$ cat src/rtl/pipe_pkg.sv
// Shared definitions for the pipeline hazard/sequencing controller:
// FSM state encoding, PC source selects and the default register-address width.
package pipe_pkg;

    localparam int DEF_REG_W = 6;

    typedef enum logic [1:0] {
        INIT     = 2'd0,
        RUN      = 2'd1,
        MEM_WAIT = 2'd2,
        REDIRECT = 2'd3
    } state_t;

    localparam logic [1:0] PCSEL_SEQ = 2'd0;
    localparam logic [1:0] PCSEL_ALU = 2'd1;
    localparam logic [1:0] PCSEL_MEM = 2'd2;

endpackage

$ cat src/rtl/hazard_detect.sv
// Combinational read-after-write comparator between the ID sources and the
// destinations still in flight; register 0 never creates a dependence.
module hazard_detect
    import pipe_pkg::*;
#(
    parameter int REG_W     = DEF_REG_W,
    parameter bit WB_BYPASS = 1'b1
) (
    input  logic [REG_W-1:0] id_rs,
    input  logic [REG_W-1:0] id_rt,
    input  logic             id_uses_rs,
    input  logic             id_uses_rt,
    input  logic [REG_W-1:0] ex_rd,
    input  logic [REG_W-1:0] mem_rd,
    input  logic [REG_W-1:0] wb_rd,
    input  logic             ex_regwrite,
    input  logic             mem_regwrite,
    input  logic             wb_regwrite,
    output logic             raw
);

    // With write-before-read in the register file, a WB producer is already visible.
    localparam bit CHECK_WB = (WB_BYPASS == 1'b0);

    function automatic logic src_match(input logic [REG_W-1:0] src,
                                       input logic             used,
                                       input logic [REG_W-1:0] rd,
                                       input logic             wr);
        return used && wr && (src == rd) && (src != '0);
    endfunction

    logic ex_hit;
    logic mem_hit;
    logic wb_hit;

    assign ex_hit  = src_match(id_rs, id_uses_rs, ex_rd, ex_regwrite)
                   | src_match(id_rt, id_uses_rt, ex_rd, ex_regwrite);
    assign mem_hit = src_match(id_rs, id_uses_rs, mem_rd, mem_regwrite)
                   | src_match(id_rt, id_uses_rt, mem_rd, mem_regwrite);
    assign wb_hit  = src_match(id_rs, id_uses_rs, wb_rd, wb_regwrite)
                   | src_match(id_rt, id_uses_rt, wb_rd, wb_regwrite);

    assign raw = ex_hit | mem_hit | (CHECK_WB & wb_hit);

endmodule

$ cat src/rtl/pipeline_ctrl.sv
// Hazard and sequencing controller for the IF/ID, ID/EX, EX/MEM, MEM/WB buffers:
// stalls on RAW and memory wait, redirects on control transfers resolved in WB.
module pipeline_ctrl
    import pipe_pkg::*;
#(
    parameter int REG_W     = DEF_REG_W,
    parameter bit WB_BYPASS = 1'b1,
    parameter int CNT_W     = 16
) (
    input  logic             clk,
    input  logic             rst_n,
    input  logic [REG_W-1:0] ID_RS,
    input  logic [REG_W-1:0] ID_RT,
    input  logic             ID_USES_RS,
    input  logic             ID_USES_RT,
    input  logic [REG_W-1:0] EX_RD,
    input  logic [REG_W-1:0] MEM_RD,
    input  logic [REG_W-1:0] WB_RD,
    input  logic             EX_REGWRITE,
    input  logic             MEM_REGWRITE,
    input  logic             WB_REGWRITE,
    input  logic             WB_JUMP,
    input  logic             WB_JUMPMEM,
    input  logic             WB_BRANCH,
    input  logic             WB_ALU_FLAG,
    input  logic             MEM_BUSY,
    output logic             PC_EN,
    output logic [1:0]       PC_SEL,
    output logic             IF_ID_EN,
    output logic             ID_EX_EN,
    output logic             EX_MEM_EN,
    output logic             MEM_WB_EN,
    output logic             IF_ID_FLUSH,
    output logic             ID_EX_FLUSH,
    output logic             EX_MEM_FLUSH,
    output logic             MEM_WB_FLUSH,
    output logic             MEM_ABORT,
    output logic [1:0]       STATE,
    output logic [CNT_W-1:0] STALL_CNT,
    output logic [CNT_W-1:0] REDIR_CNT
);

    state_t state;
    state_t next_state;
    logic   raw;
    logic   redir;
    logic   stall_inc;
    logic   redir_inc;

    hazard_detect #(
        .REG_W    (REG_W),
        .WB_BYPASS(WB_BYPASS)
    ) u_hazard (
        .id_rs       (ID_RS),
        .id_rt       (ID_RT),
        .id_uses_rs  (ID_USES_RS),
        .id_uses_rt  (ID_USES_RT),
        .ex_rd       (EX_RD),
        .mem_rd      (MEM_RD),
        .wb_rd       (WB_RD),
        .ex_regwrite (EX_REGWRITE),
        .mem_regwrite(MEM_REGWRITE),
        .wb_regwrite (WB_REGWRITE),
        .raw         (raw)
    );

    assign redir = WB_JUMP | WB_JUMPMEM | (WB_BRANCH & WB_ALU_FLAG);
    assign STATE = state;

    always_ff @(posedge clk) begin
        if (!rst_n) begin
            state     <= INIT;
            STALL_CNT <= '0;
            REDIR_CNT <= '0;
        end else begin
            state <= next_state;
            if (stall_inc && (STALL_CNT != '1))
                STALL_CNT <= STALL_CNT + CNT_W'(1);
            if (redir_inc && (REDIR_CNT != '1))
                REDIR_CNT <= REDIR_CNT + CNT_W'(1);
        end
    end

    // The all-zero default is the full-stall pattern used by MEM_WAIT and a busy RUN.
    always_comb begin
        next_state   = state;
        PC_EN        = 1'b0;
        PC_SEL       = PCSEL_SEQ;
        IF_ID_EN     = 1'b0;
        ID_EX_EN     = 1'b0;
        EX_MEM_EN    = 1'b0;
        MEM_WB_EN    = 1'b0;
        IF_ID_FLUSH  = 1'b0;
        ID_EX_FLUSH  = 1'b0;
        EX_MEM_FLUSH = 1'b0;
        MEM_WB_FLUSH = 1'b0;
        MEM_ABORT    = 1'b0;
        stall_inc    = 1'b0;
        redir_inc    = 1'b0;

        case (state)
            INIT: begin
                IF_ID_FLUSH  = 1'b1;
                ID_EX_FLUSH  = 1'b1;
                EX_MEM_FLUSH = 1'b1;
                MEM_WB_FLUSH = 1'b1;
                MEM_ABORT    = 1'b1;
                next_state   = RUN;
            end
            // A wait that ends behaves as RUN that cycle, except WB is frozen so no redirect.
            RUN, MEM_WAIT: begin
                next_state = RUN;
                if (state == MEM_WAIT && MEM_BUSY) begin
                    next_state = MEM_WAIT;
                    stall_inc  = 1'b1;
                end else if (state == RUN && redir) begin
                    PC_EN        = 1'b1;
                    PC_SEL       = WB_JUMPMEM ? PCSEL_MEM : PCSEL_ALU;
                    IF_ID_EN     = 1'b1;
                    ID_EX_EN     = 1'b1;
                    EX_MEM_EN    = 1'b1;
                    MEM_WB_EN    = 1'b1;
                    IF_ID_FLUSH  = 1'b1;
                    ID_EX_FLUSH  = 1'b1;
                    EX_MEM_FLUSH = 1'b1;
                    MEM_WB_FLUSH = 1'b1;
                    MEM_ABORT    = MEM_BUSY;
                    next_state   = REDIRECT;
                    redir_inc    = 1'b1;
                end else if (MEM_BUSY) begin
                    next_state = MEM_WAIT;
                    stall_inc  = 1'b1;
                end else if (raw) begin
                    ID_EX_EN    = 1'b1;
                    ID_EX_FLUSH = 1'b1;
                    EX_MEM_EN   = 1'b1;
                    MEM_WB_EN   = 1'b1;
                    stall_inc   = 1'b1;
                end else begin
                    PC_EN     = 1'b1;
                    IF_ID_EN  = 1'b1;
                    ID_EX_EN  = 1'b1;
                    EX_MEM_EN = 1'b1;
                    MEM_WB_EN = 1'b1;
                end
            end
            REDIRECT: begin
                PC_EN      = 1'b1;
                IF_ID_EN   = 1'b1;
                ID_EX_EN   = 1'b1;
                EX_MEM_EN  = 1'b1;
                MEM_WB_EN  = 1'b1;
                next_state = RUN;
            end
            default: next_state = INIT;
        endcase
    end

endmodule

$ cat config.mk
export PLATFORM = sky130hd
export DESIGN_NAME = pipeline_ctrl
export DESIGN_NICKNAME = d
export VERILOG_FILES = /design/src/rtl/pipe_pkg.sv /design/src/rtl/hazard_detect.sv /design/src/rtl/pipeline_ctrl.sv
export SDC_FILE = /design/constraint.sdc
export NUM_CORES = 1
export LEC_CHECK = 0
export ABC_AREA = 1
export CORE_MARGIN = 5
export CORE_UTILIZATION = 48
export CTS_CLUSTER_SIZE = 8
export DETAILED_ROUTE_END_ITERATION = 8
export HOLD_SLACK_MARGIN = 0.12
export PLACE_DENSITY = 0.92
export SLEW_MARGIN = 20
export SYNTH_ARGS = -nofsm -noshare
export SYNTH_HDL_FRONTEND = slang
export SYNTH_HIERARCHICAL = 1
export SYNTH_SLANG_ARGS = --single-unit
$ cat constraint.sdc
create_clock -name clk -period 2.9 [get_ports clk]
set_clock_uncertainty 0.1 [all_clocks]
set_input_delay 0.435 -clock clk [delete_from_list [all_inputs] [get_ports clk]]
set_output_delay 0.435 -clock clk [all_outputs]
set_load 0.01 [all_outputs]
==> impl_metrics.toml <==
[clocking]
cts_max_level = 2
clk_pin_slew_worst_paths_ns = 0.07
cts_sinks = 34
root_buffer = "clkbuf_8"
cts_tree = "done"
hold_buffers = 0
clockBufferDepth = 2
post_cts_buffers = 0
cts_buffers = 5
insertion_delay_ns = 0.30

[global_route]
grt_first_pass_wirelength_um = 12000
grt_pass1_vias = 2809
grt_max_degree = 26
overflow = 0
antenna_found_initial = 0
grtUsageTotal_pct = 20.0

[synthesis]
syn_area_mm2 = 0.00260
synth_cell_type_count = 28
synthCells = 447
ys_ff_latch = 34
seq_area_frac_synth_pct = 26.2
synth_area_per_cell_um2 = 5.81
ys_warn_count = 6
synth_area_leader_cell = "dfxtp_1"
ys_top_cells_by_area = "dfxtp_1, nand2_1, nor2_1, inv_1, a21oi_1"
netlist.area_leader.share_pct = 26.2
syn-num-nets = 495

[routing]
wl_met3_um = 481
routed.top_layer = "met4"
via_per_inst = 4.99
firstDrtPassIters = 4
m1WireLength_um = 2770
vias = 2992
wl_met2_um = 3530
drtIter0Drc = 155
wl_per_cell_um = 11.5
ant_nets = 0
drcViolationCount = 0
routed_wl_um = 6890

[worst_setup_path]
crit-reg2reg-launch = "STATE[0]"
cp-start-kind = "primary input"
crit_start = "ID_RT[4]"
critPathKind = "primary input to primary output"
crit_required_ns = 2.37
crit_path_end_kind = "primary output"
arrival_ns = 2.18
crit_path_max_fanout = 4

[outcome]
status = "complete, no violations"

[timing]
hold_viol_final = 0
setup_ws_ns = 0.182
hold_ws_ns = 0.411
finalCriticalPeriod_ns = 2.72
rsz0062_at_grt = "false"
min_period_over_period_pct = 93.7
relSlewSlack_pct = 57.5
setup_viol = 0
tightest_slew_ns = 0.637
fmax_ghz = 0.368
finalMaxSlewViolations = 0

[die]
dieArea_mm2 = 0.00698
io_pins = 88
initial_core_util_pct = 50.2
rows = 26
die_y_um = 83.6
dieWidth_um = 83.6
core-area_mm2 = 0.00517

[placement]
pre_cts_slack_ns = -0.174
dp_cells = 592
finalWeightedCongestion = 0.882
hpwlAfterDp_um = 5370
port-buffer-count = 80
dpl_cell_area_mm2 = 0.00344

[worst_hold_path]
hp-start = "REDIR_CNT[0]"
worstHoldPathType = "flip-flop to flip-flop"

[finish]
final_common_cell = "nand2_1"
mostFrequentLayoutCells = "nand2_1, clkdlybuf4s50_1, nor2_1"
final_cell_count_no_fill = 600
antenna_cells = 0
drive_above_1_share_pct = 8.11
utilization_pct = 68.5
finalInstanceArea_mm2 = 0.00354
regArea_um2 = 681
synthToLayoutAreaGrowth_pct = 36.3
nets = 577
multi_input_area_mm2 = 0.00162
n_fill_cell = 442

[power_and_ir_drop]
ir_drop_mv = 0.197
power.density_mw_per_mm2 = 332
p_leak_nw = 1.47

[flow_run]
drv_cap = 0
Yosys cell counts:
| cell type | n |
|---|---|
| nand2_1 | 172 |
| nand3b_1 | 1 |
| o21ai_1 | 1 |
| nand3_1 | 24 |
| inv_1 | 45 |
| a21oi_1 | 33 |
| buf_4 | 5 |
| buf_6 | 4 |
| nor2_4 | 3 |
| nor2_2 | 6 |
| nor4_1 | 3 |
| o41ai_1 | 1 |
| nand4_2 | 1 |
| nand4_1 | 7 |
| nand2_2 | 4 |
| o21bai_1 | 1 |
| clkinv_1 | 1 |
| nand3_2 | 4 |
| o21ai_0 | 8 |
| xnor2_1 | 8 |
| xor2_1 | 4 |
| dfxtp_1 | 34 |
| ha_1 | 6 |
| nor2_1 | 58 |
| inv_2 | 8 |
| nor3_1 | 1 |
| a31oi_1 | 1 |
| clkbuf_1 | 3 |
final cells by class:
cell class	count	area share, %
tap	70	2.47
timing repair buffer	87	24.0
sequential	34	19.2
inverter	54	5.72
clock inverter	2	0.353
clock buffer	6	2.33
multi-input combinational	347	45.9
critical path, stage by stage:
cell and delay (ns):
clkdlybuf4s50_1 0.54, inv_1 0.08, nand2_1 0.07, nand2_1 0.05, nand2_1 0.06, nor2_1 0.04, nand2_1 0.07, nand2_1 0.05
nand2_1 0.05, nand2_1 0.04, inv_1 0.07, nand2_1 0.07, nand2_1 0.08, nand2_1 0.07, a21oi_2 0.16, clkdlybuf4s15_1 0.25
state kept, by name, summed over array words and instances (netlist names):
signal     count
STATE          2
STALL_CNT     16
REDIR_CNT     16
stage by stage:
step,total power (W),TNS (ns)
finish,0.00117,0
global route,0.00124,0
CTS,0.00118,0
detailed placement,0.000818,-0.466
global placement,0.000808,-0.282
floorplan,0.000676,0
routing by layer:
layer | vias to the layer above | GRT usage, %
li1 | 1554 | -
met1 | 1332 | 22.5
met2 | 94 | 36.9
met3 | 12 | 4.05
met4 | 0 | 6.87
met5 | - | 0
cells by family (layout without fill, tap and decap cells):
| family | after synthesis | after routing | share of synthesized area [%] |
|---|---|---|---|
| AOI/OAI and AO/OA | 45 | 45 | 8.96 |
| xor gates and xnor gates | 12 | 12 | 4.05 |
| adders and majority gates | 6 | 6 | 2.89 |
| buffers and inverters | 66 | 149 | 11.4 |
| DFF | 34 | 34 | 26.2 |
| and+or+nand+nor | 284 | 284 | 46.5 |
where the power goes:
group / leakage, nW / switching [W] / total (W) / internal (W)
Combinational: 1.15 / 0.000162 / 0.000313 / 0.000150
Sequential: 0.275 / 0.0000130 / 0.000490 / 0.000477
Clock: 0.0472 / 0.000180 / 0.000371 / 0.000191
Total: 1.47 / 0.000356 / 0.00117 / 0.000819
final timing paths:
check / cells after the start / slack (ns) / to
setup / recovery: 16 / 0.18 / IF_ID_EN
setup reg to reg: 8 / 0.67 / REDIR_CNT[13]
hold / removal: 1 / 0.41 / REDIR_CNT[0]
hold reg to reg: 1 / 0.41 / REDIR_CNT[0]
repair_timing:
item,in CTS,in global routing
hold endpoints to repair,0,0
setup endpoints to repair,3,7
resized for setup,3,8
(Power assumes the default switching activity.)
